<file path="config.mk">
export PLATFORM = sky130hd
export DESIGN_NAME = multicycle_control_unit
export DESIGN_NICKNAME = d
export VERILOG_FILES = /design/src/rtl/riscv_pkg.sv /design/src/rtl/alu_decoder.sv /design/src/rtl/multicycle_control_unit.sv
export SDC_FILE = /design/constraint.sdc
export NUM_CORES = 1
export LEC_CHECK = 0
export ABC_AREA = 1
export CORE_UTILIZATION = 30
export DETAILED_ROUTE_END_ITERATION = 8
export PLACE_DENSITY_LB_ADDON = 0.3
export SLEW_MARGIN = 20
export SYNTH_ARGS = -nofsm -noshare
export SYNTH_HDL_FRONTEND = slang
export SYNTH_SLANG_ARGS = --single-unit
</file>
<file path="constraint.sdc">
create_clock -name clk -period 1.75 [get_ports clk]
set_input_delay 0.2625 -clock clk [delete_from_list [all_inputs] [get_ports clk]]
set_output_delay 0.2625 -clock clk [all_outputs]
set_load 0.03 [all_outputs]
</file>
<file path="src/rtl/riscv_pkg.sv">
// Shared RV32I-subset definitions: opcodes, controller states, ALU codes and datapath select codes.
// Pure declarations; no latency, no flow control.
package riscv_pkg;

    localparam logic [6:0] OP_LW  = 7'b0000011;
    localparam logic [6:0] OP_SW  = 7'b0100011;
    localparam logic [6:0] OP_R   = 7'b0110011;
    localparam logic [6:0] OP_I   = 7'b0010011;
    localparam logic [6:0] OP_JAL = 7'b1101111;
    localparam logic [6:0] OP_BEQ = 7'b1100011;

    typedef enum logic [3:0] {
        S_FETCH,
        S_DECODE,
        S_MEMADR,
        S_MEMREAD,
        S_MEMWB,
        S_MEMWRITE,
        S_EXECUTER,
        S_EXECUTEI,
        S_ALUWB,
        S_JAL,
        S_BEQ
    } state_e;

    // ALU operation codes, shared with the ALU itself
    localparam logic [2:0] ALU_ADD = 3'b000;
    localparam logic [2:0] ALU_SUB = 3'b001;
    localparam logic [2:0] ALU_AND = 3'b010;
    localparam logic [2:0] ALU_OR  = 3'b011;
    localparam logic [2:0] ALU_SLT = 3'b101;

    localparam logic [1:0] ALUOP_ADD   = 2'b00;
    localparam logic [1:0] ALUOP_SUB   = 2'b01;
    localparam logic [1:0] ALUOP_FUNCT = 2'b10;

    localparam logic       ADR_PC     = 1'b0;
    localparam logic       ADR_ALUOUT = 1'b1;

    localparam logic [1:0] RES_ALUOUT    = 2'b00;
    localparam logic [1:0] RES_DATA      = 2'b01;
    localparam logic [1:0] RES_ALURESULT = 2'b10;

    localparam logic [1:0] SRCA_PC    = 2'b00;
    localparam logic [1:0] SRCA_OLDPC = 2'b01;
    localparam logic [1:0] SRCA_RS1   = 2'b10;

    localparam logic [1:0] SRCB_RS2  = 2'b00;
    localparam logic [1:0] SRCB_IMM  = 2'b01;
    localparam logic [1:0] SRCB_FOUR = 2'b10;

    localparam logic [1:0] IMM_I = 2'b00;
    localparam logic [1:0] IMM_S = 2'b01;
    localparam logic [1:0] IMM_B = 2'b10;
    localparam logic [1:0] IMM_J = 2'b11;

    function automatic logic [1:0] imm_src_of(input logic [6:0] op);
        case (op)
            OP_SW:   return IMM_S;
            OP_BEQ:  return IMM_B;
            OP_JAL:  return IMM_J;
            default: return IMM_I;
        endcase
    endfunction

endpackage

</file>
<file path="src/rtl/alu_decoder.sv">
// Maps (aluop, funct3, op[5], funct7[5]) to the 3-bit ALU operation; shared with the single-cycle core.
// Purely combinational, zero latency; no flow control.
module alu_decoder
    import riscv_pkg::*;
(
    input  logic [1:0] aluop_i,
    input  logic [2:0] funct3_i,
    input  logic       op_b5_i,
    input  logic       funct7b5_i,
    output logic [2:0] alu_control_o
);

    always_comb begin
        alu_control_o = ALU_ADD;
        case (aluop_i)
            ALUOP_ADD: alu_control_o = ALU_ADD;
            ALUOP_SUB: alu_control_o = ALU_SUB;
            ALUOP_FUNCT: begin
                case (funct3_i)
                    // Only R-type can subtract; addi has op[5]=0 and its funct7 bits are immediate
                    3'b000:  alu_control_o = (op_b5_i && funct7b5_i) ? ALU_SUB : ALU_ADD;
                    3'b010:  alu_control_o = ALU_SLT;
                    3'b110:  alu_control_o = ALU_OR;
                    3'b111:  alu_control_o = ALU_AND;
                    default: alu_control_o = ALU_ADD;
                endcase
            end
            default: alu_control_o = ALU_ADD;
        endcase
    end

endmodule

</file>
<file path="src/rtl/multicycle_control_unit.sv">
// Moore sequencer for the multicycle RV32I core: issues datapath enables/selects per state.
// Outputs combinational from state (pc_write also from zero in BEQ); no handshakes, never stalls.
module multicycle_control_unit
    import riscv_pkg::*;
(
    input  logic       clk,
    input  logic       rst,
    input  logic [6:0] op,
    input  logic [2:0] funct3,
    input  logic       funct7b5,
    input  logic       zero,
    output logic       pc_write,
    output logic       adr_src,
    output logic       mem_write,
    output logic       ir_write,
    output logic       reg_write,
    output logic [1:0] result_src,
    output logic [1:0] alu_src_a,
    output logic [1:0] alu_src_b,
    output logic [1:0] imm_src,
    output logic [2:0] alu_control,
    output logic       illegal_op
);

    state_e     state_q, state_d;
    state_e     decode_target;
    logic       op_legal;
    logic [1:0] aluop;
    logic       pc_update;
    logic       branch;
    logic       ir_write_raw;
    logic       reg_write_raw;
    logic       mem_write_raw;
    logic       illegal_raw;

    always_ff @(posedge clk or negedge rst) begin
        if (!rst) begin
            state_q <= S_FETCH;
        end else begin
            state_q <= state_d;
        end
    end

    // Instruction decoder: where DECODE goes for each opcode
    always_comb begin
        decode_target = S_FETCH;
        op_legal      = 1'b1;
        case (op)
            OP_LW, OP_SW: decode_target = S_MEMADR;
            OP_R:         decode_target = S_EXECUTER;
            OP_I:         decode_target = S_EXECUTEI;
            OP_JAL:       decode_target = S_JAL;
            OP_BEQ:       decode_target = S_BEQ;
            default: begin
                decode_target = S_FETCH;
                op_legal      = 1'b0;
            end
        endcase
    end

    always_comb begin
        state_d = S_FETCH;
        case (state_q)
            S_FETCH:    state_d = S_DECODE;
            S_DECODE:   state_d = decode_target;
            S_MEMADR:   state_d = op[5] ? S_MEMWRITE : S_MEMREAD;
            S_MEMREAD:  state_d = S_MEMWB;
            S_MEMWB:    state_d = S_FETCH;
            S_MEMWRITE: state_d = S_FETCH;
            S_EXECUTER: state_d = S_ALUWB;
            S_EXECUTEI: state_d = S_ALUWB;
            S_ALUWB:    state_d = S_FETCH;
            S_JAL:      state_d = S_ALUWB;
            S_BEQ:      state_d = S_FETCH;
            default:    state_d = S_FETCH;
        endcase
    end

    always_comb begin
        pc_update     = 1'b0;
        branch        = 1'b0;
        ir_write_raw  = 1'b0;
        reg_write_raw = 1'b0;
        mem_write_raw = 1'b0;
        illegal_raw   = 1'b0;
        adr_src       = ADR_PC;
        result_src    = RES_ALUOUT;
        alu_src_a     = SRCA_PC;
        alu_src_b     = SRCB_RS2;
        aluop         = ALUOP_ADD;
        case (state_q)
            S_FETCH: begin
                adr_src      = ADR_PC;
                ir_write_raw = 1'b1;
                alu_src_a    = SRCA_PC;
                alu_src_b    = SRCB_FOUR;
                result_src   = RES_ALURESULT;
                pc_update    = 1'b1;
            end
            S_DECODE: begin
                // Speculative branch target lands in ALUOut for a possible BEQ
                alu_src_a   = SRCA_OLDPC;
                alu_src_b   = SRCB_IMM;
                illegal_raw = !op_legal;
            end
            S_MEMADR: begin
                alu_src_a = SRCA_RS1;
                alu_src_b = SRCB_IMM;
            end
            S_MEMREAD: begin
                result_src = RES_ALUOUT;
                adr_src    = ADR_ALUOUT;
            end
            S_MEMWB: begin
                result_src    = RES_DATA;
                reg_write_raw = 1'b1;
            end
            S_MEMWRITE: begin
                result_src    = RES_ALUOUT;
                adr_src       = ADR_ALUOUT;
                mem_write_raw = 1'b1;
            end
            S_EXECUTER: begin
                alu_src_a = SRCA_RS1;
                alu_src_b = SRCB_RS2;
                aluop     = ALUOP_FUNCT;
            end
            S_EXECUTEI: begin
                alu_src_a = SRCA_RS1;
                alu_src_b = SRCB_IMM;
                aluop     = ALUOP_FUNCT;
            end
            S_ALUWB: begin
                result_src    = RES_ALUOUT;
                reg_write_raw = 1'b1;
            end
            S_JAL: begin
                alu_src_a  = SRCA_OLDPC;
                alu_src_b  = SRCB_FOUR;
                result_src = RES_ALUOUT;
                pc_update  = 1'b1;
            end
            S_BEQ: begin
                alu_src_a  = SRCA_RS1;
                alu_src_b  = SRCB_RS2;
                aluop      = ALUOP_SUB;
                result_src = RES_ALUOUT;
                branch     = 1'b1;
            end
            default: ;
        endcase
    end

    alu_decoder u_alu_decoder (
        .aluop_i      (aluop),
        .funct3_i     (funct3),
        .op_b5_i      (op[5]),
        .funct7b5_i   (funct7b5),
        .alu_control_o(alu_control)
    );

    assign imm_src = imm_src_of(op);

    // Enables are masked directly by reset so nothing commits during the asynchronous assertion
    assign pc_write   = rst & (pc_update | (branch & zero));
    assign ir_write   = rst & ir_write_raw;
    assign reg_write  = rst & reg_write_raw;
    assign mem_write  = rst & mem_write_raw;
    assign illegal_op = rst & illegal_raw;

endmodule

</file>
==> metrics.md <==
| Metric | Value |
|---|---|
| Syn Nets | `110` |
| CTS Buf Count | `3` |
| Crit-path max cell delay | `430 ps` |
| CTS Sinks | `4` |
| Synth area leader | `dfrtp_1` |
| Most common cell after layout, fill and taps aside | `buf_4` |
| Critical path arrival | `1650 ps` |
| PD cells | `824 nW/um2` |
| Cell count after synthesis | `94` |
| Max reg flops | `4` |
| ANT nets after route | `0` |
| DRC viols | `0` |
| Final Setup Violations | `7` |
| Top reg by flops | `state_q` |
| Clock-pin slew on the worst setup and hold paths | `40 ps` |
| Reg2reg start | `state_q[3]` |
| DR WL met3 | `60 um` |
| Core footprint | `1760 um2` |
| Synth Area in Compound Gates | `0.0656` |
| CTS Root Cell | `clkbuf_4` |
| Pleak | `0.597 nW` |
| Critical path endpoint category | `output port` |
| Share of power burned in registers | `0.146` |
| Sequential element share of the synthesized area | `0.175` |
| Combinational Power Share | `0.730` |
| Mux cell area share after synthesis | `0` |
| Ports | `31` |
| Worst hold path type | `in2async` |
| Full die area | `2080 um2` |
| Post-synth EDFFs | `0` |
| Rel. slew slack | `0.860` |
| Final Skew | `1.08 ps` |
| Fraction of the mapped netlist area in adder cells | `0.0438` |
| H-tree lvl count | `1` |
| Peak supply drop | `546 uV` |
| Initial Utilization | `0.324` |
| GRT overflow | `0` |
| Largest net degree at the start of global routing | `8` |
| Die X | `45.7 um` |
| Initial antenna violation count | `0` |
| Final Hold Vio Count | `0` |
| Tcrit/Tclk final | `1.09` |
| Final Slew Violations | `0` |
| Max Freq | `524 MHz` |
| Primary FF master, synth | `dfrtp_1` |
| First-pass GRT wire length | `2680 um` |
| Die Span Y | `45.7 um` |
| Deepest clock path buffer count | `2` |
| CP dominant cell by count | `nor2_4` |
| Max_cap viols | `0` |
| Drt first pass iters | `4` |
| Post-DR wirelength/cell | `10.7 um` |
| Top cell type's share of synthesized area | `0.175` |
| Clock share of power | `0.123` |
| Largest family of logic cells by synthesized area | `simple AND/OR/NAND/NOR gates` |
| # diodes | `0` |
| CP startpoint kind | `flop` |
| FF+latch count, synth | `4` |
| Placed wire-length estimate | `1250 um` |
| Failing checks | `setup timing` |
| Number of port buffers | `30` |
| Wl on met1 | `763 um` |
| Outcome | `finished with violations` |
| Detailed Route WL | `1810 um` |
| Routability cong. | `0.755` |
| Min Hold Slack | `413 ps` |
| Actual transition at the worst max-transition pin | `208 ps` |
| Layout area overhead | `99.8%` |
| Crit path max-delay cell type | `dfrtp_2` |
| Worst-path fanout max | `3` |
| Met2 wire length | `990 um` |
| Switching Fraction | `0.507` |
| RSZ-0062 raised after global routing | `true` |
| Internal power | `0.000464 W` |
| Sw power | `0.000477 W` |
| Tmin final | `1910 ps` |
| Post-synthesis simple-gate area fraction | `0.586` |
| Number of nets in the layout | `163` |
| CP bufs+invs | `2` |
| Worst-Skew Late Latency | `240 ps` |
| Fraction of layout instances using a drive strength above 1 | `0.524` |
| PnR worst setup slack | `-159 ps` |
| Avg Inst Size Synth | `6.08 um2` |
| Synth Cell Area | `572 um2` |
| Worst path top cell family by delay | `simple AND/OR/NAND/NOR gates` |
| All-Layer GR Usage | `0.182` |
| Site Rows | `15` |
| Vias in the first global route | `669` |
| First DRT Iteration DRCs | `17` |
| R2r worst-path depth | `8` |
| XOR/XNOR share of the synthesized area | `0` |
| CTS tree | `yes` |
| Via-to-Cell Ratio | `4.34` |
| Final core occ | `0.648` |
| Post-synth ARST share | `1.00` |
| Uppermost routed layer | `met3` |
| Reg2Reg Setup Slack | `340 ps` |
| WP data required | `1490 ps` |
| Most frequent cells in the layout | `buf_4 (28), nand2_1 (20), clkdlybuf4s50_1 (13), nor2_1 (12), inv_1 (9)` |
| YS warnings | `0` |
| Total number of vias | `737` |
| Synth top area cells | `dfrtp_1 (18%), nand2_1 (16%), nor2_1 (11%)` |
| Post-synth cell types | `21` |
| Setup CP Type | `reg2out` |
| Regs by FF count | `state_q (4)` |
| Worst r2r dst | `state_q[2]` |
| Crit path cell chain | `nor2_4 > inv_2 > nor2_4 > ha_4 > nand2_4 > nor2_4 > nor2_2 > a21oi_2 > buf_6` |
## worst reg2reg max path, delay by kind of cell, from the launching register on
family / cells / cell delay, ps
buf+inv: 4 / 460
simple gates: 3 / 340
flops: 1 / 430
compound gates: 1 / 100
## cell families (layout without fill, tap and decap cells)
logic type | Yosys count | in the layout
AO/OA/AOI/OAI | 7 | 7
adder cells (fa/ha/maj) | 2 | 2
buffers and inverters | 18 | 69
flip-flops | 4 | 4
AND/OR/NAND/NOR | 63 | 63
## cell usage after synthesis, types with 2 or more instances
library cell,instances
nand2_1,24
nor2_1,17
inv_1,10
inv_2,6
nand3_1,6
dfrtp_1,4
nor2_2,4
nor2_4,3
a21oi_1,2
ha_1,2
nand2_4,2
nor2_8,2
nor3_1,2
o21ai_0,2
o21ai_1,2
## worst max path at each step
stage                                end       start  depth (start not counted)
after floorplan           alu_control[1]  state_q[2]                          7
after global placement        illegal_op       op[1]                          7
after detailed placement  alu_control[0]  state_q[2]                         10
after CTS                 alu_control[0]  state_q[2]                         10
after global routing      alu_control[0]  state_q[3]                          9
final                     alu_control[0]  state_q[3]                          9
## layout make-up
| class | count | area (um2) |
|---|---|---|
| fill | 151 | 622 |
| tap | 25 | 31.3 |
| clock buffer | 3 | 22.5 |
| sequential | 4 | 103 |
| timing repair buffer | 49 | 430 |
| multi-input combinational | 72 | 484 |
| inverter | 17 | 71.3 |
## timing repair
item,4_1_cts,5_1_grt
setup endpoints to repair,5,6
gates resized for setup,9,22
buffers inserted,7,4
pin swaps,8,10
hold buffers,0,0
## per-layer routing
metal / track usage / vias up
met4: 0.0848 / 0
met3: 0.0238 / 0
met2: 0.349 / 23
met1: 0.191 / 321
met5: 0 / -
li1: - / 393
## power by group through the flow
| stage | combinational (W) | clock, W | sequential (W) |
|---|---|---|---|
| final | 0.000687 | 0.000116 | 0.000138 |
| after global routing | 0.000733 | 0.000120 | 0.000139 |
| after CTS | 0.000631 | 0.000118 | 0.000137 |
| after detailed placement | 0.000616 | 0 | 0.000137 |
| after global placement | 0.000614 | 0 | 0.000134 |
| after floorplan | 0.000435 | 0 | 0.000117 |
## metrics by stage
stage | setup TNS, ps | cells | power, W | worst slack (ps) | cell area (um2)
2_1_floorplan | -70.7 | 94 | 0.000552 | -70.7 | 586
3_3_place_gp | 0 | 156 | 0.000747 | 53.3 | 927
3_5_place_dp | -20.6 | 156 | 0.000753 | -20.6 | 927
4_1_cts | -460 | 166 | 0.000886 | -168 | 1050
5_1_grt | -1060 | 170 | 0.000992 | -221 | 1140
6_report | -676 | 170 | 0.000941 | -159 | 1140
Note: power is estimated with default switching activity, not from simulation.
==> variant 1: new RTL, config.mk and constraints unchanged <==
Reset style: synchronous (`rst`), changed in one clocked block. Comments in the files are not updated.
--- a/src/rtl/multicycle_control_unit.sv
+++ b/src/rtl/multicycle_control_unit.sv
@@ -33,7 +33,7 @@
     logic       mem_write_raw;
     logic       illegal_raw;
 
-    always_ff @(posedge clk or negedge rst) begin
+    always_ff @(posedge clk) begin
         if (!rst) begin
             state_q <= S_FETCH;
         end else begin
Check against the original RTL: differs if rst is asserted again (counterexample within 4 cycles, from zero or initial values and one cycle with rst low); with rst held inactive, the same outputs for 10 cycles.
==> variant 1 against the unedited design <==
The flow finishes with violations (DRC, setup timing). Area after synthesis fell by 10%. Final area fell by 6.7%. Wire length rose by 0.72%. Setup slack improved by 0.0040 ns. Sequential cell count did not move. Global-route usage rose by 3.1 points. Critical path type unchanged.
Power is not compared: it rests on default switching activity, and its combinational part moved more than twofold at a synthesized area within 25%.
==> variant 1: results <==
group,metric,value,unit
status,outcome,"complete, but fails checks",
status,violations,"DRC, setup timing",
global_routing,track_usage,21.3,%
global_routing,grt_pass1_wl,3.02,mm
synth,synthTopCellsByCount,"26 x nand2_1, 20 x nor2_1, 16 x inv_1",
worst_setup_path,worstPathMaxFanout,4,
route,dr.pass1.iters,8,
sta,setup_viol,3,
synth,ys_seq_area_share,15.6,%
global_routing,grt_max_degree,6,
worst_hold_path,hold_class,"reg -> reg",
route,dr_wl_met3,128,microns
global_routing,antenna_found_initial,0,
synth,async_flop_share,0,%
synth,yosysUniqueCellTypes,15,
clocking,clk_path_buf_depth,2,
worst_setup_path,r2r-start,"state_q[1]",
synth,synth_ff_type,"dfxtp_1",
finish,fillerInstances,140,
place,gp_congestion,0.881,
sta,worst_pin_slew,0.312,ns
global_routing,grt_pass1_vias,758,
sta,fin_ws,-0.155,ns
route,wl_met1,718,microns
route,drc,8,
global_routing,grtUsageMet1,24.8,%
route,vias_per_cell,4.79,
route,top_layer,"met4",
place,dpl_worst_slack,-0.0432,ns
global_routing,met3_usage,5.83,%
global_routing,use_met2,38.2,%
worst_setup_path,reg2reg_to,"state_q[1]",
sta,finClkSkew,0.00525,ns
route,wl_met2,965,microns
synth,synthesis.nets,116,
worst_setup_path,r2r_setup_slack,0.49,ns
place,hpwl,1.39,mm
finish,drive_gt1_share,42.1,%
sta,setup_tns,-0.250,ns
synth,ys_top_cells_by_area,"nand2_1 19%, dfxtp_1 16%, nor2_1 15%, inv_1 12%, nand3_1 7.8%",
route,drt_iter0_drc,21,
## variant 1: worst max-delay path, stage by stage (launching register included)
cell     delay, ns
dfxtp_2       0.34
inv_4         0.05
buf_6         0.11
nor2_4        0.14
ha_4          0.16
nand2_4       0.05
buf_6         0.12
nor4_4        0.24
buf_4         0.20
## variant 1: logic make-up after synthesis
group,share of synthesized area [%]
AOI/OAI and AO/OA,8.78
adders and majority gates,4.88
and+or+nand+nor,57.6
DFF,15.6
buffers and inverters,13.2
## variant 1: power breakdown
group | leakage (nW) | internal, mW | switching [mW]
registers | 0.0343 | 0.0943 | 0.00372
clock network | 0.0138 | 0.0769 | 0.0402
logic | 0.486 | 0.0700 | 0.0829
## variant 1: area by class of cell
type	instances	area (sq um)	share of cell area [%]
multi-input cells	78	440	41.3
repair buffers	49	428	40.1
flip-flops and latches	4	85.1	7.98
inverters	18	70.1	6.57
clock buffers	3	22.5	2.11
well taps	16	20.0	1.88
## variant 1: worst max path at each step
stage,startpoint,end,slack [ns],cells after the start
after floorplan,state_q[1],alu_control[2],-0.11,7
after global placement,state_q[1],alu_control[2],0.02,8
after detailed placement,state_q[1],alu_control[2],-0.04,8
after CTS,state_q[1],alu_control[2],-0.16,8
after global routing,state_q[3],alu_control[2],-0.22,8
final,state_q[1],alu_control[2],-0.15,8
## variant 1: through the flow
step           power, mW  std cells  instance area, sq um  hold slack, ns
2_1_floorplan      0.166        100                   532           0.385
3_3_place_gp       0.243        159                   917           0.641
3_5_place_dp       0.245        159                   917           0.648
4_1_cts            0.366        165                  1000           0.656
5_1_grt            0.396        168                  1070           0.679
6_report           0.368        168                  1070           0.660
## variant 1: what timing repair did
item	in CTS	in global routing
buffers inserted	3	4
pin swaps	4	8
gates resized for setup	18	15
endpoints found under the setup margin	8	9
==> variant 2: new RTL, config.mk and constraints unchanged <==
Without the edit above. Re-encode `state_e` (11 states) as Gray code, 4 bits wide.
--- a/src/rtl/riscv_pkg.sv
+++ b/src/rtl/riscv_pkg.sv
@@ -10,17 +10,17 @@
     localparam logic [6:0] OP_BEQ = 7'b1100011;
 
     typedef enum logic [3:0] {
-        S_FETCH,
-        S_DECODE,
-        S_MEMADR,
-        S_MEMREAD,
-        S_MEMWB,
-        S_MEMWRITE,
-        S_EXECUTER,
-        S_EXECUTEI,
-        S_ALUWB,
-        S_JAL,
-        S_BEQ
+        S_FETCH    = 4'b0000,
+        S_DECODE   = 4'b0001,
+        S_MEMADR   = 4'b0011,
+        S_MEMREAD  = 4'b0010,
+        S_MEMWB    = 4'b0110,
+        S_MEMWRITE = 4'b0111,
+        S_EXECUTER = 4'b0101,
+        S_EXECUTEI = 4'b0100,
+        S_ALUWB    = 4'b1100,
+        S_JAL      = 4'b1101,
+        S_BEQ      = 4'b1111
     } state_e;
 
     // ALU operation codes, shared with the ALU itself
Formal check against the unedited RTL: same outputs for any inputs over 10 cycles, from zero or initial values and one cycle with rst low; not proved beyond that.
==> variant 2 against the unedited design <==
Wire length rose by 15%. Final area grew 3.9%. Critical path type unchanged. Setup slack worse by 0.086 ns. Critical path depth fell by 1. First-iteration DRC count up 35%. The flow finishes with violations (DRC, setup timing). Area after synthesis fell by 9.6%. Combinational power is 98% higher. Global-route usage grew 0.92 points. Power grew 76%. Sequential cell count is the same. Sequential share of layout area fell by 0.34 points.
==> variant 2: results <==
group,metric,value,unit
place,place_inst,150,
sta,setup_tns,-0.880,ns
worst_setup_path,crit_path_top_delay_cell,"dfrtp_1",
sta,fmax,501,MHz
global_routing,grt_pass1_vias,680,
power,peakVddDrop,827,uV
status,outcome,"complete, but fails checks",
place,hpwl,1.29,mm
sta,setup_viol,6,
synth,ys_top_cells_by_area,"dfrtp_1 19%, nand2_1 17%, inv_1 15%, nor2_1 12%, nand3_1 11%",
finish,multi_input_area_share,40.1,%
finish,nNonClkInverters,22,
sta,finClkSkew,0.00862,ns
finish,area_delta_synth_final,130,%
route,drc,6,
synth,synth_fa_ha_area_share,4.84,%
global_routing,track_usage,19.1,%
synth,syn_area_per_cell,5.56,sq um
global_routing,grt_pass1_wl,2.71,mm
worst_setup_path,r2r_setup_slack,0.25,ns
synth,synthTopCellsByCount,"23 x nand2_1, 21 x inv_1, 16 x nor2_1",
finish,multi_input_cells,66,
worst_setup_path,arrival,1.73,ns
global_routing,grt_max_degree,6,
status,violations,"DRC, setup timing",
worst_setup_path,ff2ff_path_depth,9,
worst_setup_path,max_stage_delay,0.40,ns
route,dr.pass1.iters,6,
synth,synthesis.nets,109,
finish,final_cells,166,
sta,fin_ws,-0.244,ns
==> variant 2: cell count changes after synthesis, moves of 3 or more <==
| cell | unedited run | this run |
|---|---|---|
| inv_1 | 10 | 21 |
| nand3_1 | 6 | 11 |
| nor2_2 | 4 | 1 |
| nor2_4 | 3 | 0 |
| inv_2 | 6 | 1 |
==> variant 2: layer usage <==
metal | up-vias | track usage, % | routed length [microns]
met1 | 382 | 21.7 | 776
met3 | 4 | 3.75 | 99
met4 | 0 | 7.50 | 27
met2 | 37 | 34.8 | 1190
li1 | 407 | - | -
met5 | - | 0 | 0
==> variant 2: what timing repair did <==
item                                   in CTS  in global routing
resized for setup                          13                 25
setup endpoints to repair                   7                 11
pin swaps                                   9                 13
endpoints found under the hold margin       0                  0
setup buffers                               6                  7
==> variant 2: power by group <==
part | switching (mW) | internal, mW | total, mW
Combinational | 0.735 | 0.620 | 1.36
Clock | 0.0420 | 0.0770 | 0.119
Sequential | 0.0560 | 0.129 | 0.185
Total | 0.833 | 0.826 | 1.66
